## src/rtl/imm_ctrl.sv

```systemverilog
// Two-entry immediate-decode controller: stage A drives the immediate picker, stage B registers the result.
// Optional illegal-opcode detection is enabled by defining IMM_CTRL_ILLEGAL_CHECK_EN.
module imm_ctrl (
  input  logic        CLK,
  input  logic        RESET,
  input  logic        IN_VALID,
  output logic        IN_READY,
  input  logic [31:0] INSTRUCTION,
  input  logic        FLUSH,
  output logic [2:0]  IMM_PICK,
  output logic [31:0] PICK_INSTR,
  input  logic [31:0] IMM_IN,
  output logic        OUT_VALID,
  input  logic        OUT_READY,
  output logic [31:0] IMMEDIATE,
  output logic [31:0] OUT_INSTR,
  output logic        ILLEGAL
);

  typedef enum logic [2:0] {
    PICK_I = 3'b000,
    PICK_S = 3'b001,
    PICK_U = 3'b010,
    PICK_B = 3'b011,
    PICK_J = 3'b100
  } pick_e;

  logic        a_valid_q, a_valid_d;
  logic [31:0] a_instr_q;
  logic        b_valid_q, b_valid_d;
  logic [31:0] b_imm_q;
  logic [31:0] b_instr_q;
  logic        b_ill_q;

  logic        advance_a;
  logic        accept;
  logic        load_b;
  pick_e       pick;
  logic        zero_imm;
  logic        dec_illegal;
  logic [31:0] imm_sel;

  always_comb begin
    pick        = PICK_I;
    zero_imm    = 1'b0;
    dec_illegal = 1'b0;
    case (a_instr_q[6:0])
      7'b0010011, 7'b0000011, 7'b1100111, 7'b1110011: pick = PICK_I;
      7'b0100011:                                     pick = PICK_S;
      7'b0110111, 7'b0010111:                         pick = PICK_U;
      7'b1100011:                                     pick = PICK_B;
      7'b1101111:                                     pick = PICK_J;
      7'b0110011: begin
        pick     = PICK_I;
        zero_imm = 1'b1;
      end
      default: begin
        pick = PICK_I;
`ifdef IMM_CTRL_ILLEGAL_CHECK_EN
        dec_illegal = 1'b1;
        zero_imm    = 1'b1;
`endif
      end
    endcase
  end

  assign imm_sel = zero_imm ? '0 : IMM_IN;

  assign advance_a = a_valid_q && (!b_valid_q || OUT_READY);
  assign IN_READY  = FLUSH || !a_valid_q || advance_a;
  assign accept    = IN_VALID && IN_READY && !FLUSH;
  assign load_b    = advance_a && !FLUSH;

  // Later assignments win: FLUSH overrides every handshake in the same cycle.
  always_comb begin
    a_valid_d = a_valid_q;
    if (advance_a) a_valid_d = 1'b0;
    if (accept)    a_valid_d = 1'b1;
    if (FLUSH)     a_valid_d = 1'b0;

    b_valid_d = b_valid_q;
    if (b_valid_q && OUT_READY) b_valid_d = 1'b0;
    if (advance_a)              b_valid_d = 1'b1;
    if (FLUSH)                  b_valid_d = 1'b0;
  end

  always_ff @(posedge CLK) begin
    if (RESET) begin
      a_valid_q <= 1'b0;
      a_instr_q <= '0;
      b_valid_q <= 1'b0;
      b_imm_q   <= '0;
      b_instr_q <= '0;
      b_ill_q   <= 1'b0;
    end else begin
      a_valid_q <= a_valid_d;
      b_valid_q <= b_valid_d;
      if (accept) a_instr_q <= INSTRUCTION;
      if (load_b) begin
        b_imm_q   <= imm_sel;
        b_instr_q <= a_instr_q;
        b_ill_q   <= dec_illegal;
      end
    end
  end

  assign IMM_PICK   = pick;
  assign PICK_INSTR = a_instr_q;
  assign OUT_VALID  = b_valid_q;
  assign IMMEDIATE  = b_imm_q;
  assign OUT_INSTR  = b_instr_q;
  assign ILLEGAL    = b_ill_q;

endmodule

```

## config.mk

```make
export PLATFORM = sky130hd
export DESIGN_NAME = imm_ctrl
export DESIGN_NICKNAME = d
export VERILOG_FILES = /design/src/rtl/imm_ctrl.sv
export SDC_FILE = /design/constraint.sdc
export NUM_CORES = 1
export LEC_CHECK = 0
export ABC_AREA = 1
export BUFFER_PORTS_ARGS = -buffer_cell sky130_fd_sc_hd__buf_2
export CAP_MARGIN = 30
export CORE_ASPECT_RATIO = 1.1
export CORE_MARGIN = 2
export CORE_UTILIZATION = 47
export DETAILED_ROUTE_END_ITERATION = 6
export PLACE_DENSITY = 0.79
export SLEW_MARGIN = 20
export SYNTH_ARGS = -nofsm -noshare
export SYNTH_HDL_FRONTEND = slang
export SYNTH_SLANG_ARGS = --single-unit
```

## constraint.sdc

```tcl
create_clock -name CLK -period 1.4 [get_ports CLK]
set_clock_uncertainty 0.2 [all_clocks]
set_input_delay 0 -clock CLK [delete_from_list [all_inputs] [get_ports CLK]]
set_output_delay 0 -clock CLK [all_outputs]
set_load 0.03 [all_outputs]
```

# Word-level counts from Yosys, hierarchy flattened
# Cells that the tools add are included.
totals:
  ff_bits: 98
  latchBits: 0
  mem_bits_rw: 0
  romBits: 0
  input_bits: 69
  elab_cells: 33
  n_memories: 0
op_classes:
  addsub: 0
  mul: 0
  div: 0
  n_lt_le_gt_ge: 0
  n_eq_ne: 6
  shifts: 0
  n_mux: 7
  bitwise: 0
  reduce_logical: 15
ops:
  columns: ["cell", "n"]
  rows:
  - ["2-to-1 mux 32 bit", 1]
  - ["equality test 7 x 6 -> 1 bit (second input constant)", 3]
  - ["equality test 7 bit (second input constant)", 2]
  - ["one-hot mux 3 bit (4 select lines)", 1]
  - ["equality test 7 x 5 -> 1 bit (second input constant)", 1]
  - ["logical AND 1 bit", 5]
  - ["2-to-1 mux 1 bit", 5]
  - ["nonzero test 2 bit", 2]
  - ["OR reduction 2 bit", 2]
  - ["zero test 1 bit", 3]
  - ["logical OR 1 bit", 3]

# Longest topological paths before layout
logic_depth:
  word_depth: 7
  ltp_mapped: 8
  mapped_depth_nobuf: 6

# Worst setup path before layout
# Ideal clock, no wire load.
synth_timing:
  path_type: "register -> output"
  start: "register a_instr_q[5] (netlist: PICK_INSTR[5])"
  end: "output port IMM_PICK[0]"
  arrival_ns: 1.632
  required_ns: 1.200
  setup_slack_ns: -0.432
  stages_incl_launch_ff: 3
  n_path_buf: 0
  cell_sequence: "dfxtp_1 inv_1 nor4_1"
synth_via:
  elab_chain_len: 3
synth_rtl:
  columns: ["element", "line_no", "rtl"]
  rows:
  - ["start, declared", "29", "logic [31:0] a_instr_q;"]
  - ["start signal, assigned", "90", "a_instr_q <= '0;"]
  - ["start signal, assigned", "98", "if (accept) a_instr_q <= INSTRUCTION;"]
  - ["equality test 7 x 6 -> 1 bit / equality test 7 x 5 -> 1 bit (equally long branches)", "47", "case (a_instr_q[6:0])"]
  - ["OR reduction 2 bit", "47", null]
  - ["one-hot mux 3 bit (4 select lines) (*)", "47", null]
  - ["end, declared", "10", "output logic [2:0] IMM_PICK,"]
# Every way passes the cells marked *; elsewhere a longest branch is shown, timed or not.

# Worst setup path after layout
layout_timing:
  start: "register a_instr_q[5] (netlist: PICK_INSTR[5])"
  end: "output port IMM_PICK[1]"
# Same word-level chain as after synthesis.

==> results.md <==
- Status: complete, but fails checks
- Failing checks: negative setup slack
- Initial antenna violation count: 0
- Worst Path Arrival: 1280 ps
- Gr usage total: 25.2%
- Worst setup EP type: output pin
- EDFF count, synth: 0
- Max Fclk: 675 MHz
- Clk slew on worst S/H paths: 100 ps
- Ys async rst share: 0%
- Top FF cell, synth: dfxtp_1
- Xor and xnor area share after synthesis: 0%
- Fill count: 511
- Simple-Gate Fraction of Synth Area: 24.2%
- Routed len/inst: 15.7 um
- Max Cap Viol: 0
- Synth Instances: 518
- Top cell type by total area after synthesis: dfxtp_1
- Final setup violation count: 44
- WS Path Type: register to output pin
- Unrepaired setup endpoints after global routing: true
- Chip height: 99.5 um
- Critical Path Source: PICK_INSTR[5]$_SDFFE_PP0P_
- IO Port Bufs: 169
- Mux share of post-synthesis cell area: 0%
- # nets final: 829
- Vias: 4326
- Commonest cells in the synthesized netlist: nor2_1 (132), nand2_1 (104), dfxtp_1 (98)
- Post-synthesis adder-cell area fraction: 0%
- DP HPWL: 6.73 mm
- Top-count cell post-synth: nor2_1
- Final worst slack: -82.2 ps
- Synth top area cells: dfxtp_1 (50%), nor2_1 (13%), nand2_1 (10%), a21oi_2 (6.3%), o21ai_0 (6.0%)
- Total power: 6.23 mW
- Netlist cell types: 21
- Share of layout cells above drive strength 1: 42.6%
- H-tree depth: 3
- Static leakage: 3.10 nW
- Max-slew violation total from the final report: 0
- Ys Warns: 0
- Diode count: 0
- Cell Rows: 34
- Placed Area: 4890 sq um
- CTS sink cnt: 98
- Total routed wirelength: 13.7 mm
- Remaining antenna violation count: 0
- Period minus WS final: 1480 ps
- Core Util, Final: 79.2%
- Synth top area share: 50.4%
- Largest net degree at the start of global routing: 60
- DRC: 0
- Setup crit start kind: register
- Reg2reg end: OUT_INSTR[11]$_SDFFE_PP0P_
- Die width: 90.8 um
- Clock Tree Root: clkbuf_8
- Worst r2r path cells: 7
- Max incr delay on CP: 340 ps
- CP max stage cell: dfxtp_2
- Launch point of the worst hold path: INSTRUCTION[22]
- Final Instance Area: 6330 sq um
- Register-to-register setup slack: -60 ps
- Worst hold path class: primary input to register
- Num ports: 171
- Worst r2r src: a_valid_q$_SDFFE_PP0P_
- Critical path required time: 1200 ps
- Final hold violation count: 0
- First-pass DRT Iterations: 7
- Worst skew pair latency: 350 ps
- Pre-CTS WS: -11.6 ps
- Initial Util: 48.7%
- Wire length of the first global-routing pass: 18.5 mm
- Last element of the critical path: IMM_PICK[1]
- Largest family of logic cells by synthesized area: simple AND/OR/NAND/NOR gates
- Synth Area per Inst: 7.52 sq um
- CTS tree: built
- TritonCTS Buffers: 9
- Vias in the first global route: 4072
- FF+latch count, synth: 98
- PD cells: 984 nW/um^2
- Mapped cell area: 3890 sq um
- Tcrit/Tclk final: 106%
- CP Max Fanout: 3
- Total grt overflow: 0
- Critical path, cell by cell: inv_2, nor3_4, nand2_2, o31ai_4, buf_6
- Final Wtd Congestion: 0.750
- Violation count after the first detailed-route iteration: 187
- Area growth syn-to-layout: 62.6%
- Seq/Total Area, Yosys: 50.4%
- Die Footprint: 9030 sq um
- Vias per Instance: 4.96
- Longest Clk Path Bufs: 2
- Compound-gate portion of the synthesized area: 15.5%
- Hold WS: 234 ps
- Syn nets: 587
- Core region area: 8000 sq um
- Max IR drop VDD: 840 uV
[registers in the layout (all words and copies together) (netlist names)]
| register | flops |
|---|---|
| IMMEDIATE | 32 |
| OUT_INSTR | 32 |
| OUT_VALID | 1 |
| PICK_INSTR | 32 |
| a_valid_q | 1 |
[cell usage in the layout (no fill, tap or decap), drive strengths merged]
cell type / n
clkbuf: 15
nand2: 107
dlygate4sd3: 68
buf: 190
nand3: 2
bufinv: 2
a21oi: 34
o31ai: 1
inv: 42
dfxtp: 98
conb: 1
or2: 1
nor4: 1
nor3: 1
clkinv: 5
nor2: 133
o21ai: 64
[power by group]
group	internal (mW)	switching, mW
clock	1.01	0.985
combinational	0.503	0.727
sequential	2.92	0.0924
[per-layer routing]
layer / GRT usage, % / vias up / wire [um]
met5: 0 / - / 0
met4: 6.99 / 0 / 406
met3: 6.52 / 35 / 981
met2: 47.5 / 191 / 7100
met1: 28.1 / 2019 / 5230
li1: - / 2081 / -
[area by class of cell]
type                    instances  area (sq um)  share of cell area [%]
multi-input cells             345          1840                    29.0
flip-flops and latches         98          1980                    31.3
repair buffers                264          1990                    31.5
inverters                      42           170                    2.69
clock inverters                 7          92.6                    1.46
clock buffers                   9           124                    1.96
well taps                     108           135                    2.13
[critical path, delay by kind of cell (launching register included)]
family | cells | cell delay (ps)
flip-flops | 1 | 340
buffers and inverters | 2 | 230
AND/OR/NAND/NOR | 2 | 290
AO/OA/AOI/OAI | 1 | 70
[timing repair]
action                                  in CTS  in global routing
hold buffers                                68                  0
hold endpoints to repair                    98                  0
setup buffers                                3                  0
gates resized for setup                     20                 96
gates cloned                                 1                  8
endpoints found under the setup margin      13                 68
pin swaps                                    7                 20
[metrics by stage]
stage,cells,setup TNS [ps]
after floorplan,518,0
after global placement,777,0
after detailed placement,777,-41.1
after CTS,865,-273
after global routing,873,-4860
final,873,-1130
[kinds of logic (layout without fill, tap and decap cells)]
kind of cell    count (synthesis)  count (layout)
compound gates                 99              99
simple gates                  245             245
buf+inv                        75             322
flops                          98              98
other cells                     1               1
[worst min-delay path by stage]
stage	cells past startpoint	to
floorplan	2	IMMEDIATE[1]$_SDFFE_PP0P_
detailed placement	3	IMMEDIATE[0]$_SDFFE_PP0P_
CTS	4	PICK_INSTR[31]$_SDFFE_PP0P_
global placement	3	PICK_INSTR[20]$_SDFFE_PP0P_
global route	4	IMMEDIATE[10]$_SDFFE_PP0P_
finish	4	PICK_INSTR[22]$_SDFFE_PP0P_
Note: power is estimated with default switching activity, not from simulation.
